`src/rtl/ps2_piano_pkg.sv`:
```
// Shared definitions for the voice scheduler: slot state encoding, reserved
// note codes and default sizing.
package ps2_piano_pkg;

  typedef enum logic [1:0] {
    FREE    = 2'd0,
    HELD    = 2'd1,
    RELEASE = 2'd2
  } voice_state_e;

  localparam int NOTE_NONE     = 0;
  localparam int NOTE_RELEASE  = 99;
  localparam int DEF_NOTE_W    = 7;
  localparam int DEF_REL_TICKS = 3;
  localparam int TIMER_W       = 8;

endpackage

```
`src/rtl/ps2_voice_scheduler_voice_slot.sv`:
```
// voice_slot: one voice slot's state, note, release timer and age registers.
// Ports:
//   iClk, iReset_n     clock, async active-low reset
//   assign_en/_note    load note, enter HELD, clear age (wins over all else)
//   rel_match          slot is HELD with the released note: enter RELEASE
//   tick               timebase strobe, counts down the release tail
//   state/note/timer/age  current register values
module voice_slot
  import ps2_piano_pkg::*;
#(
  parameter int NOTE_W    = DEF_NOTE_W,
  parameter int AGE_W     = 8,
  parameter int REL_TICKS = DEF_REL_TICKS
) (
  input  logic                iClk,
  input  logic                iReset_n,
  input  logic                assign_en,
  input  logic [NOTE_W-1:0]   assign_note,
  input  logic                rel_match,
  input  logic                tick,
  output voice_state_e        state,
  output logic [NOTE_W-1:0]   note,
  output logic [TIMER_W-1:0]  timer,
  output logic [AGE_W-1:0]    age
);

  voice_state_e        state_q, state_d;
  logic [NOTE_W-1:0]   note_q, note_d;
  logic [TIMER_W-1:0]  timer_q, timer_d;
  logic [AGE_W-1:0]    age_q, age_d;

  always_comb begin
    state_d = state_q;
    note_d  = note_q;
    timer_d = timer_q;
    age_d   = age_q;
    if (state_q != FREE && age_q != '1) age_d = age_q + 1'b1;
    if (state_q == RELEASE && tick) begin
      if (timer_q == '0) state_d = FREE;
      else               timer_d = timer_q - 1'b1;
    end
    if (rel_match) begin
      state_d = RELEASE;
      timer_d = TIMER_W'(REL_TICKS - 1);
    end
    // A press landing on this slot overrides any expiry in the same cycle.
    if (assign_en) begin
      state_d = HELD;
      note_d  = assign_note;
      age_d   = '0;
    end
  end

  always_ff @(posedge iClk or negedge iReset_n) begin
    if (!iReset_n) begin
      state_q <= FREE;
      note_q  <= '0;
      timer_q <= '0;
      age_q   <= '0;
    end else begin
      state_q <= state_d;
      note_q  <= note_d;
      timer_q <= timer_d;
      age_q   <= age_d;
    end
  end

  assign state = state_q;
  assign note  = note_q;
  assign timer = timer_q;
  assign age   = age_q;

endmodule

```
`src/rtl/ps2_voice_scheduler.sv`:
```
// ps2_voice_scheduler: polyphonic voice allocator. Press events are mapped to
// voice slots (re-trigger, free, shortest release tail, oldest held steal);
// release events start a timed tail paced by iTick.
// Ports:
//   iClk, iReset_n                  clock, async active-low reset
//   iTick                           release-tail timebase strobe
//   iEventValid/iEventRelease/iNote note event (note 0 ignored)
//   oVoiceNote/oVoiceGate/oVoiceBusy per-slot note, HELD, HELD|RELEASE
//   oAllocValid/oAllocIdx/oSteal    registered allocation pulse
module ps2_voice_scheduler
  import ps2_piano_pkg::*;
#(
  parameter int VOICES    = 4,
  parameter int NOTE_W    = DEF_NOTE_W,
  parameter int REL_TICKS = DEF_REL_TICKS,
  parameter int AGE_W     = 8,
  localparam int IDX_W    = $clog2(VOICES)
) (
  input  logic                     iClk,
  input  logic                     iReset_n,
  input  logic                     iTick,
  input  logic                     iEventValid,
  input  logic                     iEventRelease,
  input  logic [NOTE_W-1:0]        iNote,
  output logic [VOICES*NOTE_W-1:0] oVoiceNote,
  output logic [VOICES-1:0]        oVoiceGate,
  output logic [VOICES-1:0]        oVoiceBusy,
  output logic                     oAllocValid,
  output logic [IDX_W-1:0]         oAllocIdx,
  output logic                     oSteal
);

  voice_state_e        slot_state [VOICES];
  logic [NOTE_W-1:0]   slot_note  [VOICES];
  logic [TIMER_W-1:0]  slot_timer [VOICES];
  logic [AGE_W-1:0]    slot_age   [VOICES];
  logic [VOICES-1:0]   assign_vec, rel_vec;

  logic               press, rel_ev, held_hit;
  logic               f_rn, f_free, f_rel, f_held;
  logic [IDX_W-1:0]   i_rn, i_free, i_rel, i_held;
  logic [TIMER_W-1:0] best_timer;
  logic [AGE_W-1:0]   best_age;
  logic               sel_found, sel_steal;
  logic [IDX_W-1:0]   sel_idx;

  logic               alloc_valid_q, alloc_valid_d;
  logic [IDX_W-1:0]   alloc_idx_q, alloc_idx_d;
  logic               steal_q, steal_d;

  always_comb begin
    press    = iEventValid && !iEventRelease && (iNote != NOTE_W'(NOTE_NONE));
    rel_ev   = iEventValid &&  iEventRelease && (iNote != NOTE_W'(NOTE_NONE));
    held_hit = 1'b0;
    rel_vec  = '0;
    f_rn = 1'b0; f_free = 1'b0; f_rel = 1'b0; f_held = 1'b0;
    i_rn = '0;   i_free = '0;   i_rel = '0;   i_held = '0;
    best_timer = '0;
    best_age   = '0;
    // Descending scan so the lowest matching index is the last one written.
    for (int k = VOICES - 1; k >= 0; k--) begin
      if (slot_state[k] == HELD && slot_note[k] == iNote) held_hit = 1'b1;
      rel_vec[k] = rel_ev && slot_state[k] == HELD && slot_note[k] == iNote;
      if (slot_state[k] == RELEASE && slot_note[k] == iNote) begin
        f_rn = 1'b1; i_rn = IDX_W'(k);
      end
      if (slot_state[k] == FREE) begin
        f_free = 1'b1; i_free = IDX_W'(k);
      end
    end
    // Ascending scan with strict compares keeps the lowest index on ties.
    for (int k = 0; k < VOICES; k++) begin
      if (slot_state[k] == RELEASE && (!f_rel || slot_timer[k] < best_timer)) begin
        f_rel = 1'b1; i_rel = IDX_W'(k); best_timer = slot_timer[k];
      end
      if (slot_state[k] == HELD && (!f_held || slot_age[k] > best_age)) begin
        f_held = 1'b1; i_held = IDX_W'(k); best_age = slot_age[k];
      end
    end
    sel_found = press && !held_hit;
    sel_steal = 1'b0;
    if      (f_rn)   sel_idx = i_rn;
    else if (f_free) sel_idx = i_free;
    else if (f_rel)  sel_idx = i_rel;
    else begin
      sel_idx   = i_held;
      sel_steal = sel_found;
    end
    for (int k = 0; k < VOICES; k++)
      assign_vec[k] = sel_found && (sel_idx == IDX_W'(k));
    alloc_valid_d = sel_found;
    alloc_idx_d   = sel_found ? sel_idx : '0;
    steal_d       = sel_steal;
  end

  for (genvar k = 0; k < VOICES; k++) begin : g_slot
    voice_slot #(
      .NOTE_W(NOTE_W), .AGE_W(AGE_W), .REL_TICKS(REL_TICKS)
    ) u_slot (
      .iClk        (iClk),
      .iReset_n    (iReset_n),
      .assign_en   (assign_vec[k]),
      .assign_note (iNote),
      .rel_match   (rel_vec[k]),
      .tick        (iTick),
      .state       (slot_state[k]),
      .note        (slot_note[k]),
      .timer       (slot_timer[k]),
      .age         (slot_age[k])
    );
    assign oVoiceNote[k*NOTE_W +: NOTE_W] = slot_note[k];
    assign oVoiceGate[k] = (slot_state[k] == HELD);
    assign oVoiceBusy[k] = (slot_state[k] != FREE);
  end

  always_ff @(posedge iClk or negedge iReset_n) begin
    if (!iReset_n) begin
      alloc_valid_q <= 1'b0;
      alloc_idx_q   <= '0;
      steal_q       <= 1'b0;
    end else begin
      alloc_valid_q <= alloc_valid_d;
      alloc_idx_q   <= alloc_idx_d;
      steal_q       <= steal_d;
    end
  end

  assign oAllocValid = alloc_valid_q;
  assign oAllocIdx   = alloc_idx_q;
  assign oSteal      = steal_q;

endmodule

```
`config.mk`:
```
export PLATFORM = sky130hd
export DESIGN_NAME = ps2_voice_scheduler
export DESIGN_NICKNAME = d
export VERILOG_FILES = /design/src/rtl/ps2_piano_pkg.sv /design/src/rtl/ps2_voice_scheduler_voice_slot.sv /design/src/rtl/ps2_voice_scheduler.sv
export SDC_FILE = /design/constraint.sdc
export NUM_CORES = 1
export LEC_CHECK = 0
export ABC_AREA = 1
export BUFFER_PORTS_ARGS = -buffer_cell sky130_fd_sc_hd__buf_2
export CAP_MARGIN = 20
export CELL_PAD_IN_SITES_DETAIL_PLACEMENT = 1
export CELL_PAD_IN_SITES_GLOBAL_PLACEMENT = 1
export CORE_UTILIZATION = 41
export DETAILED_ROUTE_END_ITERATION = 10
export GPL_ROUTABILITY_DRIVEN = 0
export PLACE_DENSITY = 0.75
export SLEW_MARGIN = 5
export SYNTH_ARGS = -nofsm -noshare
export SYNTH_HDL_FRONTEND = slang
export SYNTH_SLANG_ARGS = --single-unit
```
`constraint.sdc`:
```
create_clock -name iClk -period 5.48 [get_ports iClk]
set_input_delay 0.822 -clock iClk [delete_from_list [all_inputs] [get_ports iClk]]
set_output_delay 0.822 -clock iClk [all_outputs]
set_load 0.02 [all_outputs]
```
==> results of run 1 <==
[worst register-to-register path, delay by kind of cell, from the launching register on]
family / cells / cell delay (ns)
compound gates: 10 / 1.38
flops: 1 / 0.37
simple gates: 22 / 1.89
buf+inv: 8 / 0.87
fa+ha+maj: 3 / 0.98
[registers in the layout, indices dropped and copies added (netlist names)]
signal,cells
g_slot.u_slot.note,28
oSteal,1
g_slot.u_slot.timer,32
g_slot.u_slot.age,32
oAllocIdx,2
oAllocValid,1
g_slot.u_slot.state,8
[worst min path at each step]
stage                                    from                         to  slack, ns  cells past startpoint
floorplan           g_slot[3].u_slot.timer[4]  g_slot[3].u_slot.timer[4]       0.48                      1
global placement     g_slot[1].u_slot.note[3]   g_slot[1].u_slot.note[3]       0.50                      2
detailed placement   g_slot[1].u_slot.note[3]   g_slot[1].u_slot.note[3]       0.50                      2
CTS                  g_slot[1].u_slot.note[3]   g_slot[1].u_slot.note[3]       0.52                      2
global route         g_slot[0].u_slot.note[1]   g_slot[0].u_slot.note[1]       0.55                      2
finish                               iReset_n    g_slot[2].u_slot.age[0]       0.51                      1
[kinds of logic after synthesis]
kind of cell             count (synthesis)
AO/OA/AOI/OAI                          138
multiplexers                             1
flip-flops                             104
adder cells (fa/ha/maj)                 57
XOR/XNOR                                48
buffers and inverters                  145
AND/OR/NAND/NOR                        446
[layout make-up]
class | count | area, sq um
Sequential cell | 104 | 2600
Clock buffer | 10 | 229
Multi-Input combinational cell | 692 | 4240
Timing Repair Buffer | 129 | 930
Inverter | 126 | 478
Tap cell | 220 | 275
Clock inverter | 6 | 75.1
Fill cell | 2086 | 7810
[per-stage QoR]
stage          util, %  worst slack [ns]  instances
2_1_floorplan        -           0.00623        939
5_1_grt           53.1            -0.519       1287
6_report          53.1            -0.123       1287
3_5_place_dp      47.7            -0.507       1253
3_3_place_gp      47.7            -0.157       1253
4_1_cts           50.9           -0.0125       1276
[metal layers]
metal | wire length [um] | global-route usage [%] | vias to the layer above
met4 | 418 | 8.37 | 0
met3 | 518 | 3.22 | 28
met5 | 0 | 0 | -
met2 | 10400 | 43.2 | 87
met1 | 10100 | 32.8 | 3279
li1 | - | - | 3296
[timing repair]
item,in CTS,in global routing
endpoints found under the setup margin,70,70
pin swaps,11,27
resized for setup,61,91
setup buffers,5,10
gates cloned,2,0
[layout by cell type (no fill, tap or decap), drive strengths merged]
cell      netlist  layout
a211oi          3       3
a21oi          53      53
a221oi          1       1
a31oi           4       4
buf             8     129
bufinv          0       1
clkbuf         11      10
clkinv          0       1
clkinvlp        0       1
dfrtp         104     104
ha             57      57
inv           126     129
mux2i           1       1
nand2         251     252
nand3          50      50
nand3b          1       1
nand4          26      26
nor2           93      94
nor3           13      13
nor4            7       7
o211ai          5       5
o21ai          67      67
o22ai           1       1
o31a            1       1
o31ai           1       1
o41ai           2       2
or2             4       4
or4             1       1
xnor2          11      11
xor2           37      37
==> out/qor.yml, run 1 <==
slew_violations: 0
synth_top_family_by_area: "simple AND/OR/NAND/NOR gates"
synth_top_cell_by_area: "dfrtp_1"
path_common_cell: "nand2_1"
synth_common_cells: "nand2_1 (241), inv_1 (124), dfrtp_1 (104), nor2_1 (90), o21ai_0 (67)"
cts_hold_buf: 0
synth_top_area_share_pct: 37.2
worstPathMaxFanout: 8
worstSetupStartpointType: "flip-flop"
avgSynthCellArea_sq_um: 7.45
synth.area.top_cells: "dfrtp_1 (37%), nand2_1 (13%), ha_1 (10%)"
cts-buffers-inserted: 9
drtIter0Drc: 221
grt_antenna_before_repair: 0
ys_ff_latch: 104
syn-num-nets: 1008
min_path_type: "in -> async"
required_ns: 5.72
synth_compound_area_share_pct: 10.5
rr_worst_depth: 43
crit_path_start: "g_slot[0].u_slot.state[0]"
grt_pass1_wl_um: 35200
synth_edf_count: 0
synth.most_common_cell: "nand2_1"
ys_types: 36
yosysWarnings: 0
die_x_um: 133
vias: 6690
cts-root-buf: "clkbuf_16"
vias_per_cell: 5.20
antenna_left: 0
period_minus_slack_ns: 5.60
drive_gt1_share_pct: 24.5
ios: 52
r2r_setup_slack_ns: -0.12
cts_tree: "yes"
final_area_sq_um: 8830
route.detailed.drc: 0
synthAdderAreaFrac_pct: 10.2
status: "complete, but fails checks"
setup_violations: 49
end_kind: "flip-flop"
syn_area_sq_um: 7000
synthToLayoutAreaGrowth_pct: 26.3
num_rows: 47
path_class: "reg -> reg"
clk_pin_slew_ns: 0.07
syn-instance-count: 939
synth-simple-area-share_pct: 27.6
r2r-end: "g_slot[3].u_slot.note[3]"
wirelength_um: 21400
min_period_over_period_pct: 102
tns_ns: -2.96
failed_checks: "setup timing"
critPathMaxStageDelay_ns: 0.37
ys_async_sr_fraction_pct: 100
core_region_area_sq_um: 16600
synthMuxAreaShare_pct: 0.143
wl_per_cell_um: 16.7
cts.sinks: 104
fin_ws_ns: -0.123
grt-ovfl-total: 0
diodes: 0
crit_family: "simple AND/OR/NAND/NOR gates"
die_h_um: 133
dr.pass1.iters: 4
rsz0062_at_grt: "yes"
clkLatencyLatePin_ns: 0.36
grt_pass1_vias: 7043
yosysSeqAreaShare_pct: 37.2
fmax_mhz: 178
r2r-start: "g_slot[0].u_slot.state[0]"
grt_use_total_pct: 25.2
grt_max_degree: 54
cpMaxStageDelayCell: "dfrtp_1"
finClkSkew_ns: 0.0129
hpwl_um: 15700
holdWs_ns: 0.514
cts_max_path_buffers: 2
hold_viol: 0
placed_area_sq_um: 7930
cap_violations: 0
num-nets-final: 1131
crit_buf_inv: 8
htree_levels: 3
relSlewSlack_pct: 31.5
synth-xor-area-share_pct: 6.01
crit_path_end: "g_slot[3].u_slot.note[3]"
port_buffers: 51
worst_pin_slew_ns: 1.02
path_depth: 43
arrival_ns: 5.84
die_area_sq_um: 17600
synth_top_flop_cell: "dfrtp_1"
start_util_pct: 42.0
Power of run 1 is not shown: default switching activity piles up to over one toggle a cycle in this logic, so the estimate is an artifact.
==> run 2: changes to the inputs <==
- CORE_UTILIZATION: 41 -> 30
- PLACE_DENSITY: 0.75 -> 0.56
- clock period: 5.48 -> 6.9 ns (I/O delays scaled with it)
==> run 2 against run 1 <==
Final area shrank 10%. Fmax down 8.2%. Non-clock buffer count fell by 73. The run now ends clean. Via count shrank 7.5%. Clock skew barely moved.
==> out/qor.yml, run 2 (synthesis results as in run 1) <==
tns_ns: 0
wl_per_cell_um: 15.6
num_rows: 55
synthToLayoutAreaGrowth_pct: 13.3
die_x_um: 155
min_period_over_period_pct: 88.5
start_util_pct: 30.7
hold_path_depth: 2
cpMaxStageDelayCell: "o21ai_0"
grt_antenna_before_repair: 2
vias_per_cell: 4.74
status: "completed"
drtIter0Drc: 207
relSlewSlack_pct: 18.7
period_minus_slack_ns: 6.10
cts_tree: "yes"
port_buffers: 51
end_kind: "flip-flop"
grt_max_degree: 62
worst_pin_slew_ns: 1.22
hold_viol: 0
hpwl_um: 16000
worstPathMaxFanout: 18
cts_max_path_buffers: 2
utilization_pct: 34.8
final_common_cell: "nand2_1"
arrival_ns: 6.40
die_area_sq_um: 23900
grt_use_total_pct: 18.1
antenna_left: 0
hp-start: "g_slot[1].u_slot.note[1]"
dr.pass1.iters: 4
clk_pin_slew_ns: 0.08
core_region_area_sq_um: 22800
rsz0062_at_grt: "no"
post_cts_buffers: 0
crit_path_start: "g_slot[0].u_slot.state[0]"
htree_levels: 3
path_common_cell: "nand2_1"
cts-buffers-inserted: 9
route.detailed.drc: 0
ios: 52
slew_violations: 0
grt-ovfl-total: 0
cts-root-buf: "clkbuf_16"
required_ns: 7.20
clkLatencyLatePin_ns: 0.36
wirelength_um: 20400
layout_common_cells: "nand2_1 (240), inv_1 (124), dfrtp_1 (104), nor2_1 (90), o21ai_0 (63)"
path_class: "reg -> reg"
setup_violations: 0
grt_pass1_wl_um: 33800
critPathMaxStageDelay_ns: 0.44
r2r-start: "g_slot[0].u_slot.state[0]"
cap_violations: 0
cts.sinks: 104
die_h_um: 155
fmax_mhz: 164
min_path_type: "reg -> reg"
vias: 6189
num-nets-final: 1057
r2r_setup_slack_ns: 0.80
min_to: "g_slot[1].u_slot.note[1]"
grt_pass1_vias: 6248
drive_gt1_share_pct: 9.77
r2r-end: "g_slot[1].u_slot.note[6]"
rr_worst_depth: 41
worstSetupStartpointType: "flip-flop"
finClkSkew_ns: 0.0129
holdWs_ns: 0.519
run 2: cell types whose count changed in the layout (fill, tap and decap cells not counted), sizes merged:
| cell | delta |
|---|---|
| nor2 | -1 |
| diode | +1 |
| inv | -1 |
| buf | -73 |
| clkinv | +2 |
| clkinvlp | -1 |
run 2: final cells by class:
| class | instances | area, sq um |
|---|---|---|
| timing repair buffer | 56 | 295 |
| tap | 313 | 392 |
| clock inverter | 6 | 76.3 |
| clock buffer | 10 | 229 |
| inverter | 126 | 478 |
| sequential | 104 | 2600 |
| fill | 2869 | 14900 |
| multi-input combinational | 691 | 3850 |
| antenna | 1 | 2.50 |
run 2: worst max path at each step:
stage	endpoint	cells after the start
2_1_floorplan	g_slot[0].u_slot.state[1]	41
3_3_place_gp	g_slot[1].u_slot.state[0]	39
3_5_place_dp	g_slot[0].u_slot.note[3]	37
4_1_cts	g_slot[0].u_slot.note[3]	38
5_1_grt	g_slot[1].u_slot.note[2]	44
6_report	g_slot[1].u_slot.note[6]	41
run 2: repair_timing:
item	CTS	global route
hold buffers	0	0
gates resized for setup	0	12
endpoints found under the setup margin	0	69
run 2: worst max-delay path, delay by kind of cell, from the launching register on:
kind            cells  cell delay, ns
compound gates     13            2.19
flops               1            0.40
simple gates       18            1.97
fa+ha+maj           3            0.67
buf+inv             7            0.81
run 2: metal layers:
layer,vias to the layer above,GRT usage [%],wire length [um]
met4,2,4.90,232
li1,3142,-,-
met1,2954,25.0,10300
met2,76,29.6,9260
met3,15,2.52,648
met5,-,0,17
run 2: metrics by stage:
stage	instance area, sq um	std cells	setup slack, ns
final	7920	1307	0.795
after global routing	7920	1306	0.151
after CTS	7880	1305	0.403
after detailed placement	7570	1289	0.408
after global placement	7570	1289	0.548
after floorplan	7000	939	1.08
Power of run 2 is left out for the same reason.
==> run 3: changes to the inputs <==
- ABC_AREA: 1 -> 0
- PLACE_DENSITY: 0.56 -> 0.53
- SYNTH_HIERARCHICAL: not set -> 1
==> run 3 against run 2 <==
Register-to-register slack worse by 0.42 ns. Clock skew barely moved. Critical path depth fell by 16. Setup slack got worse by 0.42 ns. Critical path type unchanged. Utilization shrank 0.19 points. Final cell count fell by 11%. Clock-buffer cell count down 1. Fmax shrank 6.5%. Final area up 3.1%. Sequential share of layout area decreased by 0.99 points.
==> out/qor.yml, run 3 <==
yosysWarnings: 6
setup_violations: 0
grt_use_total_pct: 19.3
grt-ovfl-total: 0
synth_top_flop_cell: "dfrtp_1"
cts-root-buf: "clkbuf_16"
r2r-start: "g_slot[0].u_slot/state[1]"
synthToLayoutAreaGrowth_pct: 12.6
synth_common_cells: "dfrtp_1 (104), nor2_1 (79), nand2_1 (64), ha_1 (57), xnor2_1 (40)"
drive_gt1_share_pct: 16.9
dr.pass1.iters: 4
wl_per_cell_um: 19.3
num-nets-final: 905
power.total_w: 0.00467
post_cts_buffers: 0
hpwl_um: 17200
hold_path_depth: 1
synth_top_cell_by_area: "dfrtp_1"
ys_async_sr_fraction_pct: 100
ios: 52
syn-num-nets: 862
core_region_area_sq_um: 23600
wirelength_um: 22400
relSlewSlack_pct: 45.7
ctsResizeCount: 0
end_kind: "flip-flop"
fin_cells: 1159
path_class: "reg -> reg"
htree_levels: 3
num_rows: 56
synth.most_common_cell: "dfrtp_1"
syn-instance-count: 793
route.detailed.drc: 0
required_ns: 7.15
cts_hold_buf: 0
tns_ns: 0
vias: 6171
slew_violations: 0
utilization_pct: 34.6
status: "completed"
cts.sinks: 104
ys_ff_latch: 104
antenna_left: 0
ys_types: 66
cts_max_path_buffers: 2
grt_pass1_wl_um: 36600
power_density_nw_per_um2: 572
grt_max_degree: 76
avgSynthCellArea_sq_um: 9.15
yosysSeqAreaShare_pct: 35.9
min_to: "g_slot[0].u_slot/note[6]"
clkLatencyLatePin_ns: 0.37
crit_path_start: "g_slot[0].u_slot/state[1]"
period_minus_slack_ns: 6.53
port_buffers: 51
layout_common_cells: "dfrtp_1 (104), nor2_1 (79), nand2_1 (64), ha_1 (57), buf_2 (50)"
hp-start: "g_slot[0].u_slot/note[6]"
synth_edf_count: 0
worst_pin_slew_ns: 0.812
cap_violations: 0
grt_antenna_before_repair: 0
drtIter0Drc: 187
syn_area_sq_um: 7260
die_h_um: 158
worstSetupStartpointType: "flip-flop"
vias_per_cell: 5.32
arrival_ns: 6.78
finClkSkew_ns: 0.0133
synth_top_area_share_pct: 35.9
cts-buffers-inserted: 9
fmax_mhz: 153
worstPathMaxFanout: 17
die_x_um: 158
clk_pin_slew_ns: 0.08
r2r-end: "g_slot[3].u_slot/note[2]"
diodes: 0
hold_viol: 0
final_common_cell: "dfrtp_1"
synth.area.top_cells: "dfrtp_1 (36%), ha_1 (9.8%), mux2_2 (5.1%)"
ir_drop_mv: 0.331
rr_worst_depth: 25
r2r_setup_slack_ns: 0.37
grt_pass1_vias: 6632
min_period_over_period_pct: 94.6
start_util_pct: 30.7
power.leakage_nw: 3.57
min_path_type: "reg -> reg"
dp_cells: 1143
cts_tree: "yes"
die_area_sq_um: 24800
run 3: changes by cell type in the layout (fill, tap and decap cells not counted), moves of 29 or more:
cell,delta
nand2_1,-176
inv_1,-86
mux2_2,+33
nand3_1,-29
o21ai_0,-29
xnor2_1,+29
run 3: where the power goes:
part | total [W] | leakage (nW) | internal (W) | switching [W]
clock network | 0.000549 | 0.149 | 0.000287 | 0.000262
registers | 0.00115 | 1.32 | 0.000836 | 0.000316
logic | 0.00297 | 2.10 | 0.00124 | 0.00173
run 3: cells by family (layout without fill, tap and decap cells):
| logic type | after synthesis | count (layout) | synth area share, % |
|---|---|---|---|
| AOI/OAI and AO/OA | 177 | 177 | 16.3 |
| xor gates and xnor gates | 60 | 60 | 7.24 |
| adders and majority gates | 57 | 57 | 9.83 |
| buffers and inverters | 69 | 116 | 4.28 |
| DFF | 104 | 104 | 35.9 |
| muxes | 37 | 37 | 5.67 |
| and+or+nand+nor | 289 | 289 | 20.9 |
run 3: how the worst max path moves through the flow:
| stage | slack [ns] | to | depth (start not counted) |
|---|---|---|---|
| final | 0.37 | g_slot[3].u_slot/note[2] | 25 |
| after CTS | 0.17 | g_slot[3].u_slot/note[2] | 25 |
| after detailed placement | 0.20 | g_slot[3].u_slot/note[2] | 25 |
| after floorplan | 0.65 | g_slot[2].u_slot/age[6] | 29 |
| after global routing | -0.0008 | g_slot[3].u_slot/note[2] | 25 |
| after global placement | 0.46 | g_slot[3].u_slot/note[5] | 25 |
run 3: critical path, stage by stage (launching register included):
cell       delay (ns)
dfrtp_1          0.36
buf_4            0.16
nor2b_4          0.31
nand2_1          0.14
ha_1             0.32
a211oi_1         0.26
nand2_1          0.14
o2111ai_4        0.47
a21oi_1          0.13
a31oi_1          0.24
ha_1             0.29
a211oi_1         0.25
o221ai_1         0.16
a21o_1           0.24
a21o_2           0.29
nand2_1          0.09
o21ai_0          0.08
ha_1             0.30
a211oi_1         0.23
o21ai_0          0.15
o211a_1          0.27
o2111a_1         0.14
a211o_1          0.32
o21ai_2          0.27
and3_2           0.41
mux2_2           0.37
run 3: layer usage:
metal  global-route usage, %  routed length (um)  up-vias
met4                    6.52                 456        0
met2                    33.5               11100       79
li1                        -                   -     2954
met3                    3.63                 593       27
met5                       0                   0        -
met1                    24.0               10200     3111
run 3: metrics by stage:
step	worst slack (ns)	hold slack (ns)	instance area (sq um)
finish	0.371	0.558	8170
global placement	0.458	0.530	7840
CTS	0.166	0.560	8140
global route	-0.000827	0.583	8170
detailed placement	0.200	0.541	7840
floorplan	0.653	0.512	7260
run 3: cell type report:
class                   instances  area, sq um
well taps                     319          399
fillers                      2748        15400
repair buffers                 63          368
clock inverters                 6         78.8
clock buffers                   9          225
inverters                      38          143
flip-flops and latches        104         2600
multi-input cells             620         4350
Note: power is estimated with default switching activity, not from simulation.
